--- config.mk ---
export PLATFORM = sky130hd
export DESIGN_NAME = align_accumulate_flat
export DESIGN_NICKNAME = d
export VERILOG_FILES = /design/src/rtl/align_accumulate_pkg.sv /design/src/rtl/align_accumulate_if.sv /design/src/rtl/align_accumulate_shift.sv /design/src/rtl/align_accumulate.sv /design/src/flat_wrapper.sv
export SDC_FILE = /design/constraint.sdc
export NUM_CORES = 1
export LEC_CHECK = 0
export BUFFER_PORTS_ARGS = -buffer_cell sky130_fd_sc_hd__clkbuf_2
export CAP_MARGIN = 20
export CORE_MARGIN = 8
export CORE_UTILIZATION = 48
export CTS_CLUSTER_DIAMETER = 80
export DETAILED_ROUTE_END_ITERATION = 7
export PLACE_DENSITY = 0.66
export SYNTH_ARGS = -nofsm -noshare
export SYNTH_HDL_FRONTEND = slang
export SYNTH_SLANG_ARGS = --single-unit
--- constraint.sdc ---
create_clock -name clk -period 8.4 [get_ports clk]
set_input_delay 0.42 -clock clk [delete_from_list [all_inputs] [get_ports clk]]
set_output_delay 0.42 -clock clk [all_outputs]
set_load 0.05 [all_outputs]
--- src/rtl/align_accumulate_pkg.sv ---
// rtl/align_accumulate_pkg.sv - shared widths, state encoding and term record for the SD4 align/accumulate stage
package align_accumulate_pkg;

  localparam int MANT_W     = 11;
  localparam int EXP_W      = 6;
  localparam int SUM_W      = 20;
  localparam int HIDDEN_POS = 10;

  typedef enum logic [1:0] {
    COLLECT = 2'd0,
    ALIGN   = 2'd1,
    OUTPUT  = 2'd2
  } state_t;

  // One buffered term; exp is two's complement
  typedef struct packed {
    logic              sign;
    logic [MANT_W-1:0] mant;
    logic [EXP_W-1:0]  exp;
  } term_t;

endpackage

--- src/rtl/align_accumulate_if.sv ---
// rtl/align_accumulate_if.sv - term input and sum output handshake bundle
interface align_accumulate_if;
  import align_accumulate_pkg::*;

  logic              in_valid;
  logic              in_ready;
  logic              in_sign;
  logic [MANT_W-1:0] in_mant;
  logic [EXP_W-1:0]  in_exp;
  logic              in_last;
  logic              out_valid;
  logic              out_ready;
  logic [SUM_W-1:0]  signed_sum;
  logic [EXP_W-1:0]  exp_max;

  modport slave (
    input  in_valid, in_sign, in_mant, in_exp, in_last, out_ready,
    output in_ready, out_valid, signed_sum, exp_max
  );

  modport master (
    output in_valid, in_sign, in_mant, in_exp, in_last, out_ready,
    input  in_ready, out_valid, signed_sum, exp_max
  );

endinterface

--- src/rtl/align_accumulate_shift.sv ---
// rtl/align_accumulate_shift.sv - aligns one term to the group exponent and applies its sign
module sd4_align_shift
  import align_accumulate_pkg::*;
(
  input  logic              i_sign,
  input  logic [MANT_W-1:0] i_mant,
  input  logic [EXP_W:0]    i_d,
  output logic [SUM_W-1:0]  o_term
);

  // Any shift of MANT_W or more pushes the hidden bit out entirely
  localparam logic [EXP_W:0] D_ZERO = MANT_W;

  logic [MANT_W-1:0] w_mag;
  logic [SUM_W-1:0]  w_ext;

  assign w_mag  = (i_d >= D_ZERO) ? '0 : (i_mant >> i_d);
  assign w_ext  = {{(SUM_W-MANT_W){1'b0}}, w_mag};
  assign o_term = i_sign ? (-w_ext) : w_ext;

endmodule

--- src/rtl/align_accumulate.sv ---
// rtl/align_accumulate.sv - buffers a term group, finds its max exponent, then aligns and sums the terms
module align_accumulate
  import align_accumulate_pkg::*;
#(
  parameter int N_TERMS = 4
) (
  input  logic               clk,
  input  logic               rst,
  align_accumulate_if.slave  bus
);

  localparam int IDX_W = (N_TERMS > 1) ? $clog2(N_TERMS) : 1;
  localparam int CNT_W = IDX_W + 1;
  localparam logic [CNT_W-1:0] LAST_CNT = CNT_W'(N_TERMS - 1);
  localparam logic [CNT_W-1:0] ONE      = CNT_W'(1);

  state_t            r_state;
  state_t            w_state_nxt;
  term_t             r_buf [N_TERMS];
  logic [CNT_W-1:0]  r_count;
  logic [CNT_W-1:0]  r_idx;
  logic [EXP_W-1:0]  r_max;
  logic              r_any_nz;
  logic [SUM_W-1:0]  r_acc;
  logic [SUM_W-1:0]  r_sum;
  logic [EXP_W-1:0]  r_exp_out;
  logic              r_out_valid;

  logic              w_accept;
  logic              w_close;
  logic              w_align_last;
  term_t             w_cur;
  logic [EXP_W:0]    w_d;
  logic [SUM_W-1:0]  w_term;

  // in_ready depends only on state and reset, never on out_ready
  assign bus.in_ready   = (r_state == COLLECT) && !rst;
  assign w_accept       = bus.in_valid && bus.in_ready;
  // The N_TERMS-th term closes the group whatever its in_last says
  assign w_close        = w_accept && (bus.in_last || (r_count == LAST_CNT));
  assign w_cur          = r_buf[r_idx[IDX_W-1:0]];
  assign w_align_last   = (r_state == ALIGN) && (r_idx == (r_count - ONE));
  // Sign-extend both exponents to 7 bits so the difference never wraps for nonzero terms
  assign w_d            = {r_max[EXP_W-1], r_max} - {w_cur.exp[EXP_W-1], w_cur.exp};

  sd4_align_shift u_shift (
    .i_sign (w_cur.sign),
    .i_mant (w_cur.mant),
    .i_d    (w_d),
    .o_term (w_term)
  );

  assign bus.out_valid  = r_out_valid;
  assign bus.signed_sum = r_sum;
  assign bus.exp_max    = r_exp_out;

  // State register
  always_ff @(posedge clk) begin
    if (rst) r_state <= COLLECT;
    else     r_state <= w_state_nxt;
  end

  // Next-state decode: collect until closed, walk the buffer, wait for the result handshake
  always_comb begin
    w_state_nxt = r_state;
    case (r_state)
      COLLECT: if (w_close)       w_state_nxt = ALIGN;
      ALIGN:   if (w_align_last)  w_state_nxt = OUTPUT;
      OUTPUT:  if (bus.out_ready) w_state_nxt = COLLECT;
      default:                    w_state_nxt = COLLECT;
    endcase
  end

  // Term buffer; contents only matter below r_count so it needs no reset
  always_ff @(posedge clk) begin
    if (w_accept) r_buf[r_count[IDX_W-1:0]] <= '{sign: bus.in_sign, mant: bus.in_mant, exp: bus.in_exp};
  end

  // Running max, accumulator and registered result
  always_ff @(posedge clk) begin
    if (rst) begin
      r_count     <= '0;
      r_idx       <= '0;
      r_max       <= '0;
      r_any_nz    <= 1'b0;
      r_acc       <= '0;
      r_sum       <= '0;
      r_exp_out   <= '0;
      r_out_valid <= 1'b0;
    end else begin
      case (r_state)
        COLLECT: begin
          if (w_accept) begin
            r_count <= r_count + ONE;
            // Zero terms carry no magnitude, so they never set the group exponent
            if ((bus.in_mant != '0) && (!r_any_nz || ($signed(bus.in_exp) > $signed(r_max)))) begin
              r_max    <= bus.in_exp;
              r_any_nz <= 1'b1;
            end
          end
        end
        ALIGN: begin
          r_acc <= r_acc + w_term;
          r_idx <= r_idx + ONE;
          if (w_align_last) begin
            r_sum       <= r_acc + w_term;
            r_exp_out   <= r_any_nz ? r_max : '0;
            r_out_valid <= 1'b1;
          end
        end
        OUTPUT: begin
          if (bus.out_ready) begin
            r_out_valid <= 1'b0;
            r_acc       <= '0;
            r_count     <= '0;
            r_idx       <= '0;
            r_max       <= '0;
            r_any_nz    <= 1'b0;
          end
        end
        default: ;
      endcase
    end
  end

endmodule

--- src/flat_wrapper.sv ---
// flat-port wrapper written by rule: the top's interface ports become plain ports
module align_accumulate_flat import align_accumulate_pkg::*;
#(
  parameter int N_TERMS = 4
)
  (clk, rst, bus_in_valid, bus_in_sign, bus_in_mant, bus_in_exp, bus_in_last, bus_out_ready, bus_in_ready, bus_out_valid, bus_signed_sum, bus_exp_max);
  align_accumulate_if bus_i ();
  input  logic clk;
  input  logic rst;
  input wire logic [$bits(bus_i.in_valid)-1:0] bus_in_valid;
  input wire logic [$bits(bus_i.in_sign)-1:0] bus_in_sign;
  input wire logic [$bits(bus_i.in_mant)-1:0] bus_in_mant;
  input wire logic [$bits(bus_i.in_exp)-1:0] bus_in_exp;
  input wire logic [$bits(bus_i.in_last)-1:0] bus_in_last;
  input wire logic [$bits(bus_i.out_ready)-1:0] bus_out_ready;
  output wire logic [$bits(bus_i.in_ready)-1:0] bus_in_ready;
  output wire logic [$bits(bus_i.out_valid)-1:0] bus_out_valid;
  output wire logic [$bits(bus_i.signed_sum)-1:0] bus_signed_sum;
  output wire logic [$bits(bus_i.exp_max)-1:0] bus_exp_max;
  assign bus_i.in_valid = bus_in_valid;
  assign bus_i.in_sign = bus_in_sign;
  assign bus_i.in_mant = bus_in_mant;
  assign bus_i.in_exp = bus_in_exp;
  assign bus_i.in_last = bus_in_last;
  assign bus_i.out_ready = bus_out_ready;
  assign bus_in_ready = bus_i.in_ready;
  assign bus_out_valid = bus_i.out_valid;
  assign bus_signed_sum = bus_i.signed_sum;
  assign bus_exp_max = bus_i.exp_max;
  align_accumulate #(.N_TERMS(N_TERMS)) u_core (.clk(clk), .rst(rst), .bus(bus_i));
endmodule
Word-level counts from Yosys, hierarchy flattened

Memory sizes are Yosys's and may differ from the RTL's. A register that Yosys moved wholly into a read port is not among the register bits.
Index checks and enable logic that the tools add are counted.

Add/sub/neg operators: 6
Magnitude comparators: 2
Eq/ne operators: 9
Shifts and indexed selects: 1
Multiplexer cells: 27
Reductions and logical operators: 19

Operators with widths:

| cell                                                                                | number |
|---|---|
| 20-bit two-way mux                                                                  | 2 |
| 20-bit case mux with 2 select lines                                                 | 1 |
| 6-bit two-way mux                                                                   | 4 |
| 20-bit adder                                                                        | 1 |
| 11-bit negation with 20-bit output                                                  | 1 |
| 3-bit case mux with 2 select lines                                                  | 2 |
| 6-bit case mux with 2 select lines                                                  | 1 |
| 11-bit two-way mux                                                                  | 1 |
| 11-bit nonzero test                                                                 | 1 |
| 11-bit by 7-bit right shift with 11-bit output                                      | 1 |
| 2-bit two-way mux                                                                   | 5 |
| 3-bit AND reduction                                                                 | 3 |
| 7-bit by 4-bit greater-or-equal comparator with 1-bit output, second input constant | 1 |
| 6-bit by 6-bit subtractor with 7-bit output                                         | 1 |
| 3-bit by 1-bit adder with 3-bit output, second input constant                       | 2 |
| 6-bit > comparator                                                                  | 1 |
| 1-bit two-way mux                                                                   | 6 |
| 3-bit two-way mux                                                                   | 2 |
| 2-bit by 1-bit != test with 1-bit output, second input constant                     | 3 |
| 2-bit case mux with 3 select lines                                                  | 1 |
| 1-bit logical AND                                                                   | 5 |
| 2-bit != test, second input constant                                                | 2 |
| 1-bit case mux with 2 select lines                                                  | 2 |
| 2-bit AND reduction                                                                 | 2 |
| other kinds (10)                                                                    | 13 |

Flip-flop bits (word level): 62
Bits in writable memories: 72
Input bits: 23
Output and inout port bits: 28
Word-level logic and storage cells: 74
Memories: 1

Memories:

| memory       | words | bits a word | rd ports | clocked after Yosys merged registers in | write ports | line                   | text |
|---|---|---|---|---|---|---|---|
| u_core.r_buf | 4     | 18          | 1        | 1                                       | 1           | align_accumulate.sv:19 | `term_t r_buf [N_TERMS];` |

Longest topological paths before layout

Depth after elaboration: 7
Depth in mapped cells: 30
Depth with buffers taken out: 27

Hierarchy

From an unflattened synthesis, not the netlist that was laid out.

Cells, all modules: 710
Area total of the unflattened synthesis: 7,539.7 sq um

Modules (own cells, without submodules):

| module           | instances | cells an instance | area each (sq um) | sequential area each (sq um) |
|---|---|---|---|---|
| align_accumulate | 1         | 562               | 6,434.9           | 3,443.3 |
| sd4_align_shift  | 1         | 148               | 1,104.8           | 0.0 |

Worst setup path before layout

No wires, ideal clock.

Kind: reg-to-reg
From: reg (tool-made name)
To: reg u_core.r_sum[19], in the netlist u_core.bus.signed_sum[19]
Library setup time: 0.135 ns
Arrival: 6.010 ns
Data required time: 8.265 ns
Setup slack: 2.255 ns
Cell stages (with the launch flop): 27
Buffers on the path: 4
Clock period less this slack: 6.145 ns
Path through: dfxtp_1 buf_2 buf_2 mux4_2 ha_1 buf_2 buf_2 mux4_1 mux2i_1 a2111oi_0 a21oi_2 or2_2 ha_1 nand2_1 o21ai_0 ha_1 a211oi_1 nor2_1 or4_1 and4_1 o21ai_1 o211a_1 nor3_1 a31oi_1 xnor2_2 xnor2_1 a211oi_2

RTL lines:

| what                 | line                    | text |
|---|---|---|
| end signal, assigned | align_accumulate.sv:106 | `r_sum <= r_acc + w_term;` |
| end, declared        | align_accumulate.sv:25  | `logic [SUM_W-1:0] r_sum;` |

==> impl_metrics.tcl <==
set metrics [dict create \
    synth_simple_gate_area_share_pct 13.7 \
    postCtsSetupBuffers 0 \
    clk_pin_slew_worst_paths_ps 60 \
    synthDistinctLibCells 71 \
    timing.reg2reg.setup_slack_ps 1530 \
    final.period_utilization_pct 81.8 \
    vias 5475 \
    grt_usage_pct 17.8 \
    drive_above_1_share_pct 16.7 \
    cts.path.max_buffers 2 \
    num-nets-final 801 \
    yosysSeqAreaShare_pct 46.8 \
    muxShareOfSynthArea_pct 10.6 \
    post_drt_wl_per_cell_um 17.8 \
    fillerInstances 1312 \
    crit_required_ps 8750 \
    synthCells 691 \
    diodes 0 \
    arrival_ps 7220 \
    hold_viol 0 \
    synth_commonest_cells "91 x nand2_1, 72 x edfxtp_1, 67 x a21oi_1" \
    synth-xor-area-share_pct 3.79 \
    dr.pass1.iters 4 \
    synth.avg_cell_area_um2 10.7 \
    drt_iter0_markers 323 \
    p_total_mw 1.89 \
    clock_tree.root_cell "clkbuf_16" \
    timing.rr.end "u_core.bus.signed_sum[19]" \
    leakagePower_nw 3.17 \
    pin_count 51 \
    irDropWorstVdd_mv 0.168 \
    initial_core_util_pct 48.8 \
    grt_pass1_vias 5470 \
    crit_type "reg -> reg" \
    grt_pass1_wl_mm 27.7 \
    chipHeight_um 140 \
    core_area_um2 15100 \
    grt_max_degree 57 \
    rows 45 \
    maxCapViolCount 0 \
    crit_end "u_core.bus.signed_sum[19]" \
    setup_viol 0 \
    path_max_fanout 16 \
    die_w_um 140 \
    overflow 0 \
    cts_hold_buf 0 \
    via_per_inst 5.85 \
    cts_buffers 17 \
    max_slew.worst_pin.slew_ps 1040 \
    dp_hpwl_mm 12.1 \
    holdCritPathClass "in -> reg" \
    fin_ws_ps 1530 \
    routed_wl_mm 16.6 \
    clkLatencyLatePin_ps 430 \
    yosysWarnings 0 \
    die-area_um2 19600 \
    syn-num-nets 757 \
    drc 0 \
    cts_tree "built" \
    synth_adder_area_share_pct 7.51 \
    antenna_found_initial 0 \
    fin_setup_tns_ps 0 \
    drtAntennaViolNets 0 \
    synth_area_um2 7360 \
    synth_top_family_by_area "compound AO/OA/AOI/OAI gates" \
    area_growth_pct 13.9 \
    maxSlewViolCount 0 \
    post-route-min-period_ps 6870 \
    crit_path_start_kind "flip-flop" \
    synth_area_leader_cell "edfxtp_1" \
    fmax_mhz 146 \
    synth.ff_latch_count 136 \
    power.density_nw_per_um2 225 \
    h-tree-depth 4 \
    yosys-top-cells-area "edfxtp_1 29%, dfxtp_1 17%, ha_1 7.0%, mux4_2 5.2%, nand2_1 4.6%" \
    slowest_delay_ps 610 \
    postLayoutCoreUtil_pct 55.6 \
    cts_resized 0 \
    synth_most_common_cell "nand2_1" \
    relSlewSlack_pct 30.5 \
    fin_worst_skew_ps 12.0 \
    r2r_cells 27 \
    gp_congestion 0.912 \
    synth-async-reset-ratio_pct 0 \
    synth_edf_count 72 \
    crit_slowest_cell "fa_1" \
    grt_setup_unrepaired "false" \
    ys.flop_type "edfxtp_1" \
    synth_top_area_share_pct 29.4 \
    synth-compound-area-share_pct 14.3 \
    preCtsSetupSlack_ps 1500 \
    worstSetupEndpointType "flip-flop" \
    io_buffer_count 50 \
    outcome "complete, no violations" \
    cts.sinks 136 \
]
[per-layer routing]
| layer | share of wire [%] | global-route usage (%) |
|---|---|---|
| met1 | 42 | 20.9 |
| met2 | 51 | 30.7 |
| met3 | 4.7 | 4.31 |
| met4 | 2.0 | 6.80 |
| met5 | 0 | 0 |
[report_power, final]
part	internal (mW)	switching (mW)	leakage (nW)
clock network	0.470	0.296	0.282
registers	0.717	0.0140	1.17
logic	0.148	0.240	1.72
[layout make-up]
| cell class | count | area (um^2) | share of cell area [%] |
|---|---|---|---|
| Clock buffer | 19 | 433 | 5.16 |
| Timing Repair Buffer | 56 | 330 | 3.94 |
| Multi-Input combinational cell | 499 | 3680 | 43.9 |
| Tap cell | 188 | 235 | 2.81 |
| Clock inverter | 13 | 171 | 2.04 |
| Sequential cell | 136 | 3440 | 41.1 |
| Inverter | 25 | 93.8 | 1.12 |
[critical path: cells and delay by family, from the launching register on]
kind,cells,cell delay [ps]
buffers and inverters,4,810
XOR/XNOR,2,290
AO/OA/AOI/OAI,10,2130
multiplexers,1,540
adder cells (fa/ha/maj),4,1420
flip-flops,1,490
AND/OR/NAND/NOR,6,1090
[per-stage QoR]
step	hold WS [ps]	instance area (um^2)	std cells
2_1_floorplan	452	7360	691
3_3_place_gp	440	7720	901
3_5_place_dp	444	7720	901
4_1_cts	194	8330	933
5_1_grt	197	8390	936
6_report	215	8390	936
[placed cells by master, fill, tap and decap left out, types with 17 or more instances in the layout]
cell type and n:
nor2_1 46, dfxtp_1 64, mux4_2 17, nand2_1 91, xnor2_1 21, clkbuf_2 50, o21ai_0 25, edfxtp_1 72
clkbuf_16 17, inv_1 25, ha_1 41, a21oi_1 67, nand3_1 31
[cell families after synthesis]
kind of cell / count (synthesis)
and+or+nand+nor: 222
adders and majority gates: 43
xor gates and xnor gates: 31
DFF: 136
muxes: 38
AOI/OAI and AO/OA: 165
buffers and inverters: 56
[registers in the layout, summed over array words and instances, names as in the netlist, named ones only]
name	count
u_core.r_buf	72
u_core.bus.signed_sum	20
u_core.r_acc	20
u_core.bus.exp_max	6
u_core.r_max	6
u_core.r_count	3
u_core.r_idx	3
u_core.r_state	2
u_core.bus.out_valid	1
u_core.r_any_nz	1
[worst min path at each step]
stage                          startpoint                     to  slack (ps)  cells past startpoint
CTS                           bus_in_sign    u_core.r_buf[1][17]         190                      1
global placement    u_core.bus.exp_max[1]  u_core.bus.exp_max[1]         440                      2
finish                        bus_in_sign    u_core.r_buf[1][17]         220                      1
global route                  bus_in_sign    u_core.r_buf[1][17]         200                      1
detailed placement  u_core.bus.exp_max[3]  u_core.bus.exp_max[3]         440                      2
floorplan                 u_core.r_acc[0]        u_core.r_acc[0]         450                      2
Note: power is estimated with default switching activity, not from simulation.
